[config.mk]
export PLATFORM = sky130hd
export DESIGN_NAME = pwm_irq_scheduler
export DESIGN_NICKNAME = d
export VERILOG_FILES = /design/src/rtl/pwm_irq_scheduler.sv
export SDC_FILE = /design/constraint.sdc
export NUM_CORES = 1
export LEC_CHECK = 0
export ABC_AREA = 1
export ABC_CLOCK_PERIOD_IN_PS = 7200
export BUFFER_PORTS_ARGS = -buffer_cell sky130_fd_sc_hd__buf_2
export CORE_MARGIN = 1.5
export CORE_UTILIZATION = 30
export CTS_CLUSTER_DIAMETER = 200
export CTS_CLUSTER_SIZE = 20
export DETAILED_ROUTE_END_ITERATION = 6
export HOLD_SLACK_MARGIN = 0.1
export PLACE_DENSITY_LB_ADDON = 0.2
export SLEW_MARGIN = 5
export SYNTH_ARGS = -nofsm -noshare
export SYNTH_HDL_FRONTEND = slang
export SYNTH_SLANG_ARGS = --single-unit
[constraint.sdc]
create_clock -name clk -period 7.2 [get_ports clk]
set_input_delay 0.36 -clock clk [delete_from_list [all_inputs] [get_ports clk]]
set_output_delay 0.36 -clock clk [all_outputs]
set_load 0.005 [all_outputs]
[src/rtl/pwm_irq_scheduler.sv]
// rtl/pwm_irq_scheduler.sv - round-robin interrupt scheduler with holdoff for PWM interrupt matrices
//
// Latches rising edges of per-source triggers as pending flags, picks one
// pending and unmasked source at a time in round-robin order, raises irq with
// its ID until the CPU acknowledges, then enforces a programmable idle gap
// before the next interrupt.
//
// Ports:
//   clk        system clock
//   reset      synchronous, active-high reset
//   src_event  source trigger levels; a rising edge sets pending
//   src_mask   1 = source eligible for arbitration
//   sw_clear   write-one-to-clear of pending and overrun (one-cycle pulse)
//   holdoff    idle cycles required after an ack before the next irq
//   int_ack    CPU acknowledge pulse
//   irq        interrupt request to the PS
//   irq_id     ID of the source being serviced; valid while irq=1
//   pending    latched pending flags
//   overrun    sticky; edge arrived while that source was already pending
//   busy       high whenever the scheduler is not idle
module pwm_irq_scheduler #(
  parameter int N_SRC     = 8,
  parameter int ID_W      = 3,
  parameter int HOLDOFF_W = 16
) (
  input  logic                 clk,
  input  logic                 reset,
  input  logic [N_SRC-1:0]     src_event,
  input  logic [N_SRC-1:0]     src_mask,
  input  logic [N_SRC-1:0]     sw_clear,
  input  logic [HOLDOFF_W-1:0] holdoff,
  input  logic                 int_ack,
  output logic                 irq,
  output logic [ID_W-1:0]      irq_id,
  output logic [N_SRC-1:0]     pending,
  output logic [N_SRC-1:0]     overrun,
  output logic                 busy
);

  localparam logic [1:0] ST_IDLE   = 2'd0;
  localparam logic [1:0] ST_ARB    = 2'd1;
  localparam logic [1:0] ST_ASSERT = 2'd2;
  localparam logic [1:0] ST_HOLD   = 2'd3;

  logic [1:0]           state;
  logic [N_SRC-1:0]     src_d;
  logic [N_SRC-1:0]     edges;
  logic [N_SRC-1:0]     eligible;
  logic [N_SRC-1:0]     ack_clr;
  logic                 ack_hit;
  logic [ID_W-1:0]      last_id;
  logic [ID_W-1:0]      next_id;
  logic [ID_W-1:0]      cand;
  logic                 found;
  logic [HOLDOFF_W-1:0] count;

  assign edges    = src_event & ~src_d;
  assign eligible = pending & src_mask;
  assign ack_hit  = (state == ST_ASSERT) && int_ack;

  assign irq  = (state == ST_ASSERT);
  assign busy = (state != ST_IDLE);

  // One-hot of the source whose pending flag the ack retires this cycle.
  always_comb begin
    ack_clr = '0;
    if (ack_hit) begin
      ack_clr[irq_id] = 1'b1;
    end
  end

  // Round-robin search starting just after the last acknowledged source.
  always_comb begin
    found   = 1'b0;
    next_id = '0;
    cand    = '0;
    for (int k = 1; k <= N_SRC; k++) begin
      cand = ID_W'((int'(last_id) + k) % N_SRC);
      if (!found && eligible[cand]) begin
        found   = 1'b1;
        next_id = cand;
      end
    end
  end

  // Edge register loads during reset too, so a level already high at reset
  // release is not seen as an edge.
  always_ff @(posedge clk) begin
    src_d <= src_event;
    if (reset) begin
      pending <= '0;
      overrun <= '0;
    end else begin
      for (int i = 0; i < N_SRC; i++) begin
        if (sw_clear[i]) begin
          pending[i] <= 1'b0;
          overrun[i] <= 1'b0;
        end else if (edges[i]) begin
          pending[i] <= 1'b1;
          // An edge coinciding with the ack of this source re-arms it cleanly.
          if (pending[i] && !ack_clr[i]) begin
            overrun[i] <= 1'b1;
          end
        end else if (ack_clr[i]) begin
          pending[i] <= 1'b0;
        end
      end
    end
  end

  always_ff @(posedge clk) begin
    if (reset) begin
      state   <= ST_IDLE;
      irq_id  <= '0;
      last_id <= ID_W'(N_SRC - 1);
      count   <= '0;
    end else begin
      case (state)
        ST_IDLE: begin
          if (|eligible) begin
            state <= ST_ARB;
          end
        end
        ST_ARB: begin
          // Candidates may have been cleared or masked since IDLE looked.
          if (found) begin
            irq_id <= next_id;
            state  <= ST_ASSERT;
          end else begin
            state <= ST_IDLE;
          end
        end
        ST_ASSERT: begin
          if (int_ack) begin
            last_id <= irq_id;
            count   <= '0;
            state   <= (holdoff == '0) ? ST_IDLE : ST_HOLD;
          end else if (sw_clear[irq_id]) begin
            state <= ST_IDLE;
          end
        end
        ST_HOLD: begin
          if (count == holdoff - HOLDOFF_W'(1)) begin
            state <= ST_IDLE;
          end else begin
            count <= count + HOLDOFF_W'(1);
          end
        end
        default: state <= ST_IDLE;
      endcase
    end
  end

endmodule

Word-level counts from Yosys, hierarchy flattened
Cells that the tools add are included.
W data, S select, Z words.
{ "word_totals": {"out_inout_bits": 21, "word_cells": 181, "inputBits": 43, "ff_bits": 48} }
{ "op_classes": {"n_bitwise": 3, "n_eq_ne": 9, "mux": 63, "n_reduce_logical": 65, "order_cmp": 10, "n_addsub": 10} }
{ "op_table": {"columns": ["op", "n"], "rows": [
  ["$lt A3 B4 Y1 const B", 9],
  ["$mux W1", 34],
  ["$mux W16", 2],
  ["$pmux W16 S2", 1],
  ["$bmux W1 S3", 9],
  ["$mux W3", 8],
  ["$reduce_and A2 Y1", 10],
  ["$reduce_bool A2 Y1", 10],
  ["$logic_and A1 B1 Y1", 17],
  ["$add A16 B1 Y16 const B", 1],
  ["$and A8 B8 Y8", 2],
  ["$eq A16 B16 Y1", 1],
  ["$logic_not A16 Y1", 1],
  ["$reduce_or A2 Y1", 8],
  ["$sub A16 B1 Y16 const B", 1],
  ["$logic_not A1 Y1", 15],
  ["$add A3 B3 Y3 const B", 4],
  ["$mux W2", 6],
  ["$mux W8", 1],
  ["$ne A2 B2 Y1 const B", 4],
  ["$not A8 Y8", 1],
  ["$pmux W2 S4", 1],
  ["$reduce_or A8 Y1", 1],
  ["$add A3 B1 Y3 const B", 2],
  ["other kinds (8)", 11]
]} }

Depth between registers and ports, before layout
{ "depth": {"ltp_word": 27, "ltp_mapped": 17, "mapped_depth_nobuf": 15} }

Least setup slack after synthesis
OpenSTA, ideal clock, no wires.
{ "synth_path": {"kind": "reg-to-reg", "start": "register last_id[1]", "end": "register irq_id[2]", "setup_slack_ns": 4.841, "arrival_ns": 2.217, "synth_period_minus_slack_ns": 2.359, "setup_time_ns": 0.141, "t_required_ns": 7.059, "path_buffers": 2, "path_stages_with_launch": 17, "cell_sequence": "dfxtp_1 buf_2 inv_2 ha_1 buf_2 inv_1 nand3_1 nand3_1 nand2_1 nor2_1 nand4_1 nor2_2 nand3_1 nor2_1 nor2_1 nand2_1 a21oi_1"} }
{ "synth_via": {"elab_chain_cells": 26, "elab_cells_between_ends": 55, "classes_between": "8 x add/sub; 32 x mux; 15 x reduce/logical"} }
{ "synth_lines": {"columns": ["element", "line_no", "text"], "rows": [
  ["start, declared", "51", "logic [ID_W-1:0] last_id;"],
  ["start signal, assigned", "115", "last_id <= ID_W'(N_SRC - 1);"],
  ["start signal, assigned", "135", "last_id <= irq_id;"],
  ["$add A3 B1 Y3", "78", "cand = ID_W'((int'(last_id) + k) % N_SRC);"],
  ["$bmux W1 S3", "79", "if (!found && eligible[cand]) begin"],
  ["$mux W1 (implied by the code)", "79", null],
  ["$mux W1", "79", null],
  ["$logic_not A1 Y1", "79", null],
  ["$logic_and A1 B1 Y1", "79", null],
  ["$mux W1", "79", null],
  ["$logic_not A1 Y1", "79", null],
  ["[10 not listed]", null, null],
  ["$mux W1", "79", null],
  ["$logic_not A1 Y1", "79", null],
  ["$logic_and A1 B1 Y1", "79", null],
  ["$mux W1", "79", null],
  ["$logic_not A1 Y1", "79", null],
  ["$logic_and A1 B1 Y1", "79", null],
  ["$mux W1", "79", null],
  ["$reduce_and A2 Y1 (no line)", null, null],
  ["end signal, assigned", "127", "irq_id <= next_id;"],
  ["end, declared", "34", "output logic [ID_W-1:0] irq_id,"]
]} }
Parallel ways exist; a longest one is shown, timed or not. The select of a mux whose other input is x is not followed.
A chain may end at the register's enable or synchronous reset.

Final worst setup path
Ends and elaborated chain as after synthesis.

==> out/qor.yml <==
outcome: "complete, no violations"
place.port_buffers: 63
syn-num-nets: 603
antenna_left: 0
sequential_cell_area_um2: 961
period_share: 0.397
synth_seq_area_share: 0.268
fmax_ghz: 0.350
starting_density_of_the_core: 0.311
syn2layout_area_growth_pct: 16.6
dpl.cell_count: 750
finalMaxSlewViolations: 0
final_core_utilization: 0.363
dieArea_um2: 12600
design_power_total_uw: 684
cellLeakagePower_uw: 0.00180
die_w_um: 112
max_stage_delay_on_crit_path_ns: 0.59
dr_total_vias: 3635
maximum_number_of_pins_on_one_net_before_global_route_repair: 26
cp.arrival_ns: 3.01
critical_path.max_fanout: 11
place_congestion: 0.896
yosys_top_cell_area_share: 0.268
initialDrtViolationCount: 196
worst-setup-path-type: "reg -> reg"
unrepaired_setup_endpoints_after_global_routing: "false"
netlist-cell-type-count: 36
synth-warning-count: 0
final.setup.tns_ns: 0
whs_path_depth: 1
ir_drop_mv: 0.137
req_time_crit_path_ns: 7.35
grt_pass1_vias: 3460
path_delay_family: "simple AND/OR/NAND/NOR gates"
critical_path_buf_inv_count: 2
postRouteWirelength_um: 9900
finish.cell_count_without_fillers: 758
detailedPlacementHpwl_um: 7930
drv_cap: 0
worst_hold_startpoint: "src_event[2]"
synth_edf_count: 0
hold-path-endpoint: "src_d[2]"
die_h_um: 112
grt_pass1_wl_um: 16700
synth.largest_area_cell: "dfxtp_1"
synth_ff_type: "dfxtp_1"
timing.reg2reg.setup_slack_ns: 4.34
post_synth.cell_area_avg_um2: 6.46
clk_pin_slew_ns: 0.07
critical_path.startpoint_type: "register"
fin_crit_ns: 2.86
groute.layer.met2.usage: 0.261
clock_path_buffers: 2
final.setup_skew_ns: 0.00741
drive_above_1_share: 0.195
holdCritPathClass: "in -> reg"
holdBufCountCts: 0
fillCellCount: 1274
layout.nets: 662
report.final.hold_viol_count: 0
crit-reg2reg-launch: "last_id[1]"
netlist_area_um2: 3580
global_route.overflow_total: 0
post_drt_via_cell_ratio: 4.80
grt_use_met3: 0.0302
clkLatencyLatePin_ns: 0.29
p_per_area_nw_per_um2: 163
cts.sinks: 48
post-cts-setup-buffers: 0
use_met1: 0.224
path_cells: "inv_2 > ha_1 > inv_1 > nand3_1 > nand3_1 > nand2_1 > nor2_1 > nand4_1 > nor2_2 > nand3_1 > nor2_1 > nor2_1 > nand2_1 > a21oi_1"
core_area_um2: 11500
timing.final.setup_violations: 0
first_pass_iters: 6
h-tree-depth: 2
post-route-drc-count: 0
synth_top_cells_by_area: "dfxtp_1, nand2_1, nand3_1, nor2_1, inv_1"
top_usage_layer: "met2"
synth_most_common_cell: "nand2_1"
async_flop_share: 0
yosys_register_bits: 48
worst-slew-pin-transition_ns: 0.987
track_usage: 0.162
postCtsResizedCells: 0
syn-instance-count: 555
clock_tree_from_tritoncts: "yes"
critPathCaptureType: "register"
numCtsBuffers: 5
slew-limit-headroom: 0.340
number_of_cell_instances_on_the_worst_register_to_register_path: 14
synth.cells.most_frequent: "nand2_1, nand3_1, nor2_1"
end_of_the_worst_register_to_register_path: "irq_id[2]"
diodes: 0
pin_count: 64
placement_rows: 39
cts_root_buf: "clkbuf_16"
cp_slowest_cell: "dfxtp_1"
initial_antenna_violation_count: 0
multi_input_comb_area_um2: 2320
routedWlPerCell_um: 13.1
[how the worst max path moves through the flow]
stage | start | to | depth (start not counted)
after floorplan | last_id[1] | irq_id[2] | 16
after global placement | last_id[1] | irq_id[2] | 14
after detailed placement | last_id[1] | irq_id[2] | 14
after CTS | last_id[1] | irq_id[2] | 14
after global routing | last_id[1] | irq_id[2] | 14
final | last_id[1] | irq_id[2] | 14
[layout by cell type (no fill, tap or decap), types with 3 or more instances in the layout]
cell type	netlist	layout
nand3_2	8	8
nand2_2	11	11
inv_1	61	61
dfxtp_1	48	48
or2_2	6	6
ha_1	5	5
nand3_1	82	82
o211ai_1	3	3
o21ai_0	11	11
buf_2	4	63
nand2_1	113	113
xor2_1	24	24
xnor2_1	15	15
nor3_1	15	15
clkbuf_16	0	5
nor2_2	6	6
a21oi_1	30	30
nor2_1	68	68
nand4_1	11	11
a21oi_2	8	8
[state kept, by name, summed over array words and instances (netlist names)]
register and flops:
src_d 8, state 2, overrun 8, count 16, last_id 3, irq_id 3
pending 8
[cell type report]
cell class,count,share of cell area
Inverter,63,0.0566
Tap cell,143,0.0428
Timing Repair Buffer,63,0.0754
Multi-Input combinational cell,433,0.554
Clock buffer,5,0.0299
Clock inverter,3,0.0111
Sequential cell,48,0.230
[logic make-up (layout without fill, tap and decap cells)]
kind of cell / after synthesis / in the layout / synth area share
and+or+nand+nor: 331 / 331 / 0.437
buffers and inverters: 74 / 134 / 0.0852
AOI/OAI and AO/OA: 57 / 57 / 0.0928
DFF: 48 / 48 / 0.268
xor gates and xnor gates: 40 / 40 / 0.0998
adders and majority gates: 5 / 5 / 0.0175
[per-layer routing]
layer  vias to the layer above  part of all wire
li1                       1926                 -
met3                         9             0.042
met4                         0             0.012
met1                      1617              0.50
met2                        83              0.45
met5                         -                 0
[per-stage QoR]
step | setup WS (ns) | hold slack (ns) | area [um2]
2_1_floorplan | 4.84 | 0.388 | 3580
3_3_place_gp | 4.43 | 0.434 | 4010
3_5_place_dp | 4.39 | 0.437 | 4010
4_1_cts | 4.38 | 0.170 | 4180
5_1_grt | 4.10 | 0.164 | 4180
6_report | 4.34 | 0.177 | 4180
[power by group]
group | total, uW | switching, uW | leakage (uW) | internal (uW)
Combinational | 129 | 81.4 | 0.00132 | 47.6
Sequential | 282 | 9.43 | 0.000391 | 273
Clock | 272 | 107 | 0.0000804 | 165
Total | 684 | 198 | 0.00180 | 486
(Power assumes the default switching activity.)
